### src/rtl/vram_port_arbiter_if.sv
// Bus bundle between the VRAM port-A arbiter and its environment:
// CPU load/store handshake, fill-engine command, and BRAM port-A pins.
interface vram_port_arbiter_if;
    // CPU access handshake
    logic        cpu_req;
    logic        cpu_we;
    logic [14:0] cpu_addr;
    logic        cpu_wdata;
    logic        cpu_ack;
    logic        cpu_rdata;
    logic        cpu_err;

    // Fill engine command and status
    logic        fill_start;
    logic [14:0] fill_base;
    logic [14:0] fill_len;
    logic        fill_value;
    logic        fill_busy;
    logic        fill_done;

    // Port A of the five 4K x 1 block RAMs
    logic [4:0]  vram_en;
    logic        vram_we;
    logic [11:0] vram_addr;
    logic        vram_wdata;
    logic [4:0]  vram_rdata;

    // Arbiter side
    modport slave (
        input  cpu_req, cpu_we, cpu_addr, cpu_wdata,
        output cpu_ack, cpu_rdata, cpu_err,
        input  fill_start, fill_base, fill_len, fill_value,
        output fill_busy, fill_done,
        output vram_en, vram_we, vram_addr, vram_wdata,
        input  vram_rdata
    );

    // Environment side: CPU, fill command source and the BRAMs
    modport master (
        output cpu_req, cpu_we, cpu_addr, cpu_wdata,
        input  cpu_ack, cpu_rdata, cpu_err,
        output fill_start, fill_base, fill_len, fill_value,
        input  fill_busy, fill_done,
        input  vram_en, vram_we, vram_addr, vram_wdata,
        output vram_rdata
    );
endinterface

### src/rtl/vram_port_arbiter.sv
// VRAM port-A arbiter: shares the CPU-side port of the five 4K x 1 VRAM
// banks between CPU loads/stores (window 0x1000-0x5FFF) and a built-in
// fill engine that paints a contiguous bit range.  All BRAM-facing and
// handshake outputs are registered.  A CPU grant decided in IDLE drives the
// BRAM pins in the next cycle; write/invalid accesses acknowledge two cycles
// after the grant, valid reads three cycles after it.  A pending fill that
// is being starved by back-to-back CPU traffic is forced a burst of up to
// FILL_BURST writes after STARVE_LIMIT consecutive CPU grants.
module vram_port_arbiter #(
    parameter int STARVE_LIMIT = 4,
    parameter int FILL_BURST   = 8
) (
    input logic               clk,
    input logic               reset,
    vram_port_arbiter_if.slave bus
);

    localparam int STREAK_W = $clog2(STARVE_LIMIT + 1);
    localparam int BURST_W  = $clog2(FILL_BURST + 1);

    localparam logic [STREAK_W-1:0] STREAK_MAX_C  = STREAK_W'(STARVE_LIMIT);
    localparam logic [BURST_W-1:0]  BURST_LAST_C  = BURST_W'(FILL_BURST - 1);

    typedef enum logic [2:0] {
        IDLE      = 3'd0,
        CPU_ISSUE = 3'd1,
        CPU_WAIT  = 3'd2,
        CPU_DONE  = 3'd3,
        FILL      = 3'd4
    } state_t;

    // Map address bits [14:12] to the one-hot bank enable; banks live at
    // indices 1..5, anything else is outside the VRAM window (all zero).
    function automatic logic [4:0] bank_onehot(input logic [14:0] addr);
        logic [4:0] oh;
        case (addr[14:12])
            3'd1:    oh = 5'b00001;
            3'd2:    oh = 5'b00010;
            3'd3:    oh = 5'b00100;
            3'd4:    oh = 5'b01000;
            3'd5:    oh = 5'b10000;
            default: oh = 5'b00000;
        endcase
        return oh;
    endfunction

    // FSM and latched CPU request
    state_t              state_r;
    logic [4:0]          cpu_oh_r;     // bank of the latched CPU access (0 = invalid)
    logic                cpu_we_r;
    logic                cpu_req_d_r;  // previous cpu_req, for rise detection during FILL
    logic [STREAK_W-1:0] streak_r;

    // Fill engine state
    logic                fill_busy_r;
    logic                fill_done_r;
    logic [14:0]         fill_ptr_r;
    logic [14:0]         fill_cnt_r;
    logic                fill_value_r;
    logic [BURST_W-1:0]  burst_r;

    // Registered outputs
    logic                cpu_ack_r;
    logic                cpu_rdata_r;
    logic                cpu_err_r;
    logic [4:0]          vram_en_r;
    logic                vram_we_r;
    logic [11:0]         vram_addr_r;
    logic                vram_wdata_r;

    // Combinational decisions
    logic [4:0]          req_oh_s;
    logic [4:0]          fill_oh_s;
    logic                fill_pending_s;
    logic                cpu_grant_s;
    logic                req_rise_s;
    logic                fill_last_s;
    logic                rd_bit_s;

    assign req_oh_s       = bank_onehot(bus.cpu_addr);
    assign fill_oh_s      = bank_onehot(fill_ptr_r);
    assign fill_pending_s = fill_busy_r && (fill_cnt_r != 15'd0);
    assign cpu_grant_s    = bus.cpu_req && (!fill_pending_s || (streak_r < STREAK_MAX_C));
    assign req_rise_s     = bus.cpu_req && !cpu_req_d_r;
    // The write issued this cycle is the last of the burst or of the whole fill
    assign fill_last_s    = (fill_cnt_r == 15'd1) || (burst_r == BURST_LAST_C);
    // Only the addressed bank's data-out is meaningful
    assign rd_bit_s       = |(bus.vram_rdata & cpu_oh_r);

    // Arbitration FSM, BRAM port sequencing, CPU handshake and fill bookkeeping
    always_ff @(posedge clk or negedge reset) begin
        if (!reset) begin
            state_r      <= IDLE;
            cpu_oh_r     <= 5'd0;
            cpu_we_r     <= 1'b0;
            cpu_req_d_r  <= 1'b0;
            streak_r     <= '0;
            fill_busy_r  <= 1'b0;
            fill_done_r  <= 1'b0;
            fill_ptr_r   <= 15'd0;
            fill_cnt_r   <= 15'd0;
            fill_value_r <= 1'b0;
            burst_r      <= '0;
            cpu_ack_r    <= 1'b0;
            cpu_rdata_r  <= 1'b0;
            cpu_err_r    <= 1'b0;
            vram_en_r    <= 5'd0;
            vram_we_r    <= 1'b0;
            vram_addr_r  <= 12'd0;
            vram_wdata_r <= 1'b0;
        end else begin
            // Pulses and BRAM strobes default low every cycle; address and
            // write data simply hold.
            vram_en_r   <= 5'd0;
            vram_we_r   <= 1'b0;
            cpu_ack_r   <= 1'b0;
            cpu_err_r   <= 1'b0;
            fill_done_r <= 1'b0;
            cpu_req_d_r <= bus.cpu_req;

            // Fill command acceptance and completion.  Completion is seen one
            // cycle after the last write was issued, so fill_done and the
            // falling fill_busy coincide.  A zero-length fill never goes busy.
            if (fill_busy_r && (fill_cnt_r == 15'd0)) begin
                fill_busy_r <= 1'b0;
                fill_done_r <= 1'b1;
            end else if (!fill_busy_r && bus.fill_start) begin
                if (bus.fill_len == 15'd0) begin
                    fill_done_r <= 1'b1;
                end else begin
                    fill_busy_r  <= 1'b1;
                    fill_ptr_r   <= bus.fill_base;
                    fill_cnt_r   <= bus.fill_len;
                    fill_value_r <= bus.fill_value;
                end
            end else begin
                fill_busy_r <= fill_busy_r;
            end

            case (state_r)
                IDLE: begin
                    if (cpu_grant_s) begin
                        // Grant: drive the BRAM pins next cycle straight from
                        // the request; out-of-window accesses touch no bank.
                        cpu_oh_r     <= req_oh_s;
                        cpu_we_r     <= bus.cpu_we;
                        vram_en_r    <= req_oh_s;
                        vram_we_r    <= bus.cpu_we && (req_oh_s != 5'd0);
                        vram_addr_r  <= bus.cpu_addr[11:0];
                        vram_wdata_r <= bus.cpu_wdata;
                        if (fill_pending_s && (streak_r < STREAK_MAX_C)) begin
                            streak_r <= streak_r + STREAK_W'(1);
                        end else begin
                            streak_r <= streak_r;
                        end
                        state_r <= CPU_ISSUE;
                    end else if (fill_pending_s) begin
                        streak_r <= '0;
                        burst_r  <= '0;
                        state_r  <= FILL;
                    end else begin
                        state_r <= IDLE;
                    end
                end

                CPU_ISSUE: begin
                    // BRAM samples at the end of this cycle.  Writes and
                    // invalid accesses need no data, so acknowledge next cycle.
                    if (cpu_we_r || (cpu_oh_r == 5'd0)) begin
                        cpu_ack_r <= 1'b1;
                        cpu_err_r <= (cpu_oh_r == 5'd0);
                        if (!cpu_we_r) begin
                            cpu_rdata_r <= 1'b1;
                        end else begin
                            cpu_rdata_r <= cpu_rdata_r;
                        end
                    end else begin
                        cpu_ack_r <= 1'b0;
                    end
                    state_r <= CPU_WAIT;
                end

                CPU_WAIT: begin
                    if (cpu_we_r || (cpu_oh_r == 5'd0)) begin
                        state_r <= IDLE;
                    end else begin
                        // Valid read: BRAM data is on vram_rdata now
                        cpu_rdata_r <= rd_bit_s;
                        cpu_ack_r   <= 1'b1;
                        state_r     <= CPU_DONE;
                    end
                end

                CPU_DONE: begin
                    state_r <= IDLE;
                end

                FILL: begin
                    if (req_rise_s) begin
                        // Yield to a newly arrived CPU request without issuing
                        // another write; pointer and count are untouched.
                        state_r <= IDLE;
                    end else begin
                        vram_en_r    <= fill_oh_s;
                        vram_we_r    <= (fill_oh_s != 5'd0);
                        vram_addr_r  <= fill_ptr_r[11:0];
                        vram_wdata_r <= fill_value_r;
                        fill_ptr_r   <= fill_ptr_r + 15'd1;
                        fill_cnt_r   <= fill_cnt_r - 15'd1;
                        burst_r      <= burst_r + BURST_W'(1);
                        if (fill_last_s) begin
                            state_r <= IDLE;
                        end else begin
                            state_r <= FILL;
                        end
                    end
                end

                default: begin
                    state_r <= IDLE;
                end
            endcase
        end
    end

    assign bus.cpu_ack    = cpu_ack_r;
    assign bus.cpu_rdata  = cpu_rdata_r;
    assign bus.cpu_err    = cpu_err_r;
    assign bus.fill_busy  = fill_busy_r;
    assign bus.fill_done  = fill_done_r;
    assign bus.vram_en    = vram_en_r;
    assign bus.vram_we    = vram_we_r;
    assign bus.vram_addr  = vram_addr_r;
    assign bus.vram_wdata = vram_wdata_r;

endmodule

### src/flat_wrapper.sv
// flat-port wrapper written by rule: the top's interface ports become plain ports
module vram_port_arbiter_flat 
#(
    parameter int STARVE_LIMIT = 4,
    parameter int FILL_BURST   = 8
)
  (clk, reset, bus_cpu_req, bus_cpu_we, bus_cpu_addr, bus_cpu_wdata, bus_cpu_ack, bus_cpu_rdata, bus_cpu_err, bus_fill_start, bus_fill_base, bus_fill_len, bus_fill_value, bus_fill_busy, bus_fill_done, bus_vram_en, bus_vram_we, bus_vram_addr, bus_vram_wdata, bus_vram_rdata);
  vram_port_arbiter_if bus_i ();
  input logic clk;
  input logic reset;
  input wire logic [$bits(bus_i.cpu_req)-1:0] bus_cpu_req;
  input wire logic [$bits(bus_i.cpu_we)-1:0] bus_cpu_we;
  input wire logic [$bits(bus_i.cpu_addr)-1:0] bus_cpu_addr;
  input wire logic [$bits(bus_i.cpu_wdata)-1:0] bus_cpu_wdata;
  output wire logic [$bits(bus_i.cpu_ack)-1:0] bus_cpu_ack;
  output wire logic [$bits(bus_i.cpu_rdata)-1:0] bus_cpu_rdata;
  output wire logic [$bits(bus_i.cpu_err)-1:0] bus_cpu_err;
  input wire logic [$bits(bus_i.fill_start)-1:0] bus_fill_start;
  input wire logic [$bits(bus_i.fill_base)-1:0] bus_fill_base;
  input wire logic [$bits(bus_i.fill_len)-1:0] bus_fill_len;
  input wire logic [$bits(bus_i.fill_value)-1:0] bus_fill_value;
  output wire logic [$bits(bus_i.fill_busy)-1:0] bus_fill_busy;
  output wire logic [$bits(bus_i.fill_done)-1:0] bus_fill_done;
  output wire logic [$bits(bus_i.vram_en)-1:0] bus_vram_en;
  output wire logic [$bits(bus_i.vram_we)-1:0] bus_vram_we;
  output wire logic [$bits(bus_i.vram_addr)-1:0] bus_vram_addr;
  output wire logic [$bits(bus_i.vram_wdata)-1:0] bus_vram_wdata;
  input wire logic [$bits(bus_i.vram_rdata)-1:0] bus_vram_rdata;
  assign bus_i.cpu_req = bus_cpu_req;
  assign bus_i.cpu_we = bus_cpu_we;
  assign bus_i.cpu_addr = bus_cpu_addr;
  assign bus_i.cpu_wdata = bus_cpu_wdata;
  assign bus_cpu_ack = bus_i.cpu_ack;
  assign bus_cpu_rdata = bus_i.cpu_rdata;
  assign bus_cpu_err = bus_i.cpu_err;
  assign bus_i.fill_start = bus_fill_start;
  assign bus_i.fill_base = bus_fill_base;
  assign bus_i.fill_len = bus_fill_len;
  assign bus_i.fill_value = bus_fill_value;
  assign bus_fill_busy = bus_i.fill_busy;
  assign bus_fill_done = bus_i.fill_done;
  assign bus_vram_en = bus_i.vram_en;
  assign bus_vram_we = bus_i.vram_we;
  assign bus_vram_addr = bus_i.vram_addr;
  assign bus_vram_wdata = bus_i.vram_wdata;
  assign bus_i.vram_rdata = bus_vram_rdata;
  vram_port_arbiter #(.STARVE_LIMIT(STARVE_LIMIT), .FILL_BURST(FILL_BURST)) u_core (.clk(clk), .reset(reset), .bus(bus_i));
endmodule
### config.mk
export PLATFORM = sky130hd
export DESIGN_NAME = vram_port_arbiter_flat
export DESIGN_NICKNAME = d
export VERILOG_FILES = /design/src/rtl/vram_port_arbiter_if.sv /design/src/rtl/vram_port_arbiter.sv /design/src/flat_wrapper.sv
export SDC_FILE = /design/constraint.sdc
export NUM_CORES = 1
export LEC_CHECK = 0
export ABC_AREA = 1
export CAP_MARGIN = 10
export CORE_UTILIZATION = 47
export DETAILED_ROUTE_END_ITERATION = 8
export PLACE_DENSITY = 0.77
export SYNTH_ARGS = -nofsm -noshare
export SYNTH_HDL_FRONTEND = slang
export SYNTH_SLANG_ARGS = --single-unit
export TNS_END_PERCENT = 50
### constraint.sdc
create_clock -name clk -period 1.6 [get_ports clk]
set_input_delay 0.24 -clock clk [delete_from_list [all_inputs] [get_ports clk]]
set_output_delay 0.24 -clock clk [all_outputs]
set_load 0.01 [all_outputs]
==> results.toml <==
[status]
outcome = "complete, but fails checks"
violations = "setup timing"

[synthesis]
synth_ff_type = "dfrtp_1"
synth-seq-area-share_pct = 43.8
synthesis.nets = 638
synth.distinct_cells = 33
synth_edf_count = 0
syn_inst = 576
async_flop_share_pct = 100
yosysWarnings = 0
ys_seq_elements = 72
synth.avg_cell_area_um2 = 7.15
syn_area_um2 = 4120

[place]
placed_area_um2 = 5370
port_buffers = 80
hpwl_um = 8040
dp_slack_ns = -0.147
gp_congestion = 0.902

[critical_path]
worstPathArrival_ns = 1.84
regToRegSetupSlack_ns = -0.006
crit_required_ns = 1.84
critPathCaptureType = "register"
critPathKind = "register to register"
start_kind = "register"
critPathMaxFanout = 6

[floorplanning]
io_pins = 81
fp.dieArea_um2 = 9140
die_height_um = 95.6
initial_core_util_pct = 49.4
num_rows = 33
core_area_um2 = 8340
die_w_um = 95.6

[power_and_ir_drop]
power_frac_seq_pct = 32.8
swShare_pct = 41.2
p_comb_share_pct = 51.8
clkPwrFrac_pct = 15.4
p_sw_uw = 3780
p_leak_uw = 0.00283
peakVddDrop_mv = 0.693
power_uw = 9170
p_int_uw = 5390
powerDensity_nw_per_um2 = 1600

[detailed_routing]
drt-vias-per-instance = 5.30
first_iter_violations = 264
wl_um = 11000
firstDrtPassIters = 5
via_count = 4328
ant_nets = 0
routedWlPerCell_um = 13.5
remaining_drc_errors = 0

[timing]
hold_viol_final = 0
period_share_pct = 100
fin_skew_ns = 0.0122
fmax_mhz = 623
final.min_clock_period_ns = 1.61
worstMarginPinSlew_ns = 0.386
hold-worst-slack_ns = 0.430
relSlewSlack_pct = 74.3
layout_setup_ws_ns = -0.00606
slew_violations = 0
rsz0062_at_grt = "true"
setup-violations-final = 1

[grt]
grt_max_degree = 73
grt_pass1_vias = 4037
grt_pass1_wl_um = 17900
antenna_found_initial = 0
grt_use_total_pct = 25.6
overflow = 0

[clock_tree]
cts_buffers = 9
cts_buffer_depth = 2
clockRootBuffer = "clkbuf_8"
h-tree-depth = 3
clk_pin_slew_ns = 0.08
clock_sinks = 72
cts_tree = "built"
worstSkewPairLatency_ns = 0.35

[layout]
num-fill-cells = 689
antenna_cells = 0
design_area_um2 = 5730
nets = 769
final_cell_mix = "nand2_1, clkdlybuf4s50_1, dfrtp_1"
drive_gt1_share_pct = 15.0
final_common_cell = "nand2_1"
layout-area-overhead-vs-synth_pct = 39.2

[hold_path]
min_path_type = "primary input to async pin"

[flow_run]
maxCapViolCount = 0
path summary, 6_finish.rpt:
kind,start,end,cells after the start
worst max-delay path,u_core.fill_cnt_r[0]$_DFF_PN0_,u_core.cpu_oh_r[0]$_DFFE_PN0N_,11
min in group clk,bus_cpu_we,u_core.cpu_we_r$_DFFE_PN0N_,3
worst min register to register,u_core.bus.cpu_rdata$_DFFE_PN0P_,u_core.bus.cpu_rdata$_DFFE_PN0P_,2
worst max register to register,u_core.fill_cnt_r[0]$_DFF_PN0_,u_core.cpu_oh_r[0]$_DFFE_PN0N_,11
max in group asynchronous,reset,u_core.cpu_oh_r[3]$_DFFE_PN0N_,3
worst min-delay path,reset,u_core.bus.cpu_ack$_DFF_PN0_,3
synthesized netlist by cell type, types with 2 or more instances:
| master | instances | area [um^2] |
|---|---|---|
| a21oi_1 | 19 | 95.1 |
| buf_2 | 8 | 40.0 |
| buf_4 | 3 | 22.5 |
| buf_6 | 2 | 22.5 |
| clkbuf_1 | 7 | 26.3 |
| dfrtp_1 | 72 | 1800 |
| ha_1 | 5 | 62.6 |
| inv_1 | 52 | 195 |
| nand2_1 | 179 | 672 |
| nand2_2 | 2 | 12.5 |
| nand3_1 | 51 | 255 |
| nand3b_1 | 2 | 15.0 |
| nand4_1 | 11 | 68.8 |
| nor2_1 | 58 | 218 |
| nor2_2 | 2 | 12.5 |
| nor2_4 | 2 | 22.5 |
| nor3_1 | 9 | 45.0 |
| nor3b_1 | 2 | 15.0 |
| o211ai_1 | 2 | 15.0 |
| o21ai_0 | 70 | 350 |
| or2_2 | 2 | 12.5 |
| xor2_1 | 5 | 43.8 |
power by group through the flow:
stage | registers [uW] | logic, uW | clock network [uW]
floorplan | 3080 | 2450 | 0
global placement | 2990 | 4210 | 0
detailed placement | 3020 | 4370 | 0
CTS | 2990 | 4520 | 1420
global route | 3100 | 5310 | 1520
finish | 3010 | 4750 | 1410
sequential cells by signal (all words and copies together), names as in the netlist:
signal	count
u_core.state_r	3
u_core.bus.cpu_rdata	1
u_core.cpu_req_d_r	1
u_core.streak_r	3
u_core.bus.cpu_ack	1
u_core.bus.fill_busy	1
u_core.bus.cpu_err	1
u_core.fill_ptr_r	15
u_core.cpu_we_r	1
u_core.burst_r	4
u_core.fill_value_r	1
u_core.fill_cnt_r	15
u_core.bus.vram_addr	12
u_core.bus.vram_we	1
u_core.bus.vram_en	5
u_core.bus.vram_wdata	1
u_core.cpu_oh_r	5
u_core.bus.fill_done	1
routing by layer:
layer | vias to the layer above | global-route usage (%) | part of all wire, %
met3 | 24 | 3.83 | 5.5
met4 | 0 | 9.95 | 2.1
met2 | 152 | 42.9 | 49
met5 | - | 0 | 0
li1 | 2134 | - | -
met1 | 2018 | 33.3 | 44
area by class of cell:
cell class / instances / area (um^2) / share of cell area, %
tap: 105 / 131 / 2.29
multi-input combinational: 430 / 2080 / 36.4
clock inverter: 5 / 57.6 / 1.00
timing repair buffer: 141 / 1330 / 23.1
sequential: 72 / 1800 / 31.4
inverter: 53 / 199 / 3.47
clock buffer: 11 / 131 / 2.29
worst max-delay path, stage by stage (launching register included):
cell and delay, ns:
dfrtp_1 0.39, inv_2 0.08, ha_4 0.15, nand2_4 0.06, nor2_4 0.14, nand2_2 0.09, nand3_4 0.07, nand3_4 0.12
buf_6 0.17, buf_6 0.12, nand2_1 0.05, nand2_1 0.05
through the flow:
stage	std cells	TNS (ns)	utilization, %
6_report	817	-0.00606	68.7
3_5_place_dp	792	-4.83	64.4
5_1_grt	817	-0.959	68.7
4_1_cts	813	0	67.4
2_1_floorplan	576	0	-
3_3_place_gp	792	-3.89	64.4
timing repair:
action | CTS | global route
hold endpoints to repair | 72 | 0
buffers inserted | 4 | 4
hold buffers | 1 | 0
resized for setup | 8 | 26
endpoints found under the setup margin | 29 | 42
pin swaps | 4 | 8
kinds of logic (layout without fill, tap and decap cells):
| group | Yosys count | after routing | share of synthesized area [%] |
|---|---|---|---|
| buffers and inverters | 74 | 210 | 7.63 |
| adder cells (fa/ha/maj) | 5 | 5 | 1.52 |
| AND/OR/NAND/NOR | 323 | 323 | 33.7 |
| flip-flops | 72 | 72 | 43.8 |
| multiplexers | 1 | 1 | 0.243 |
| AO/OA/AOI/OAI | 95 | 95 | 11.9 |
| XOR/XNOR | 6 | 6 | 1.28 |
(Power assumes the default switching activity.)
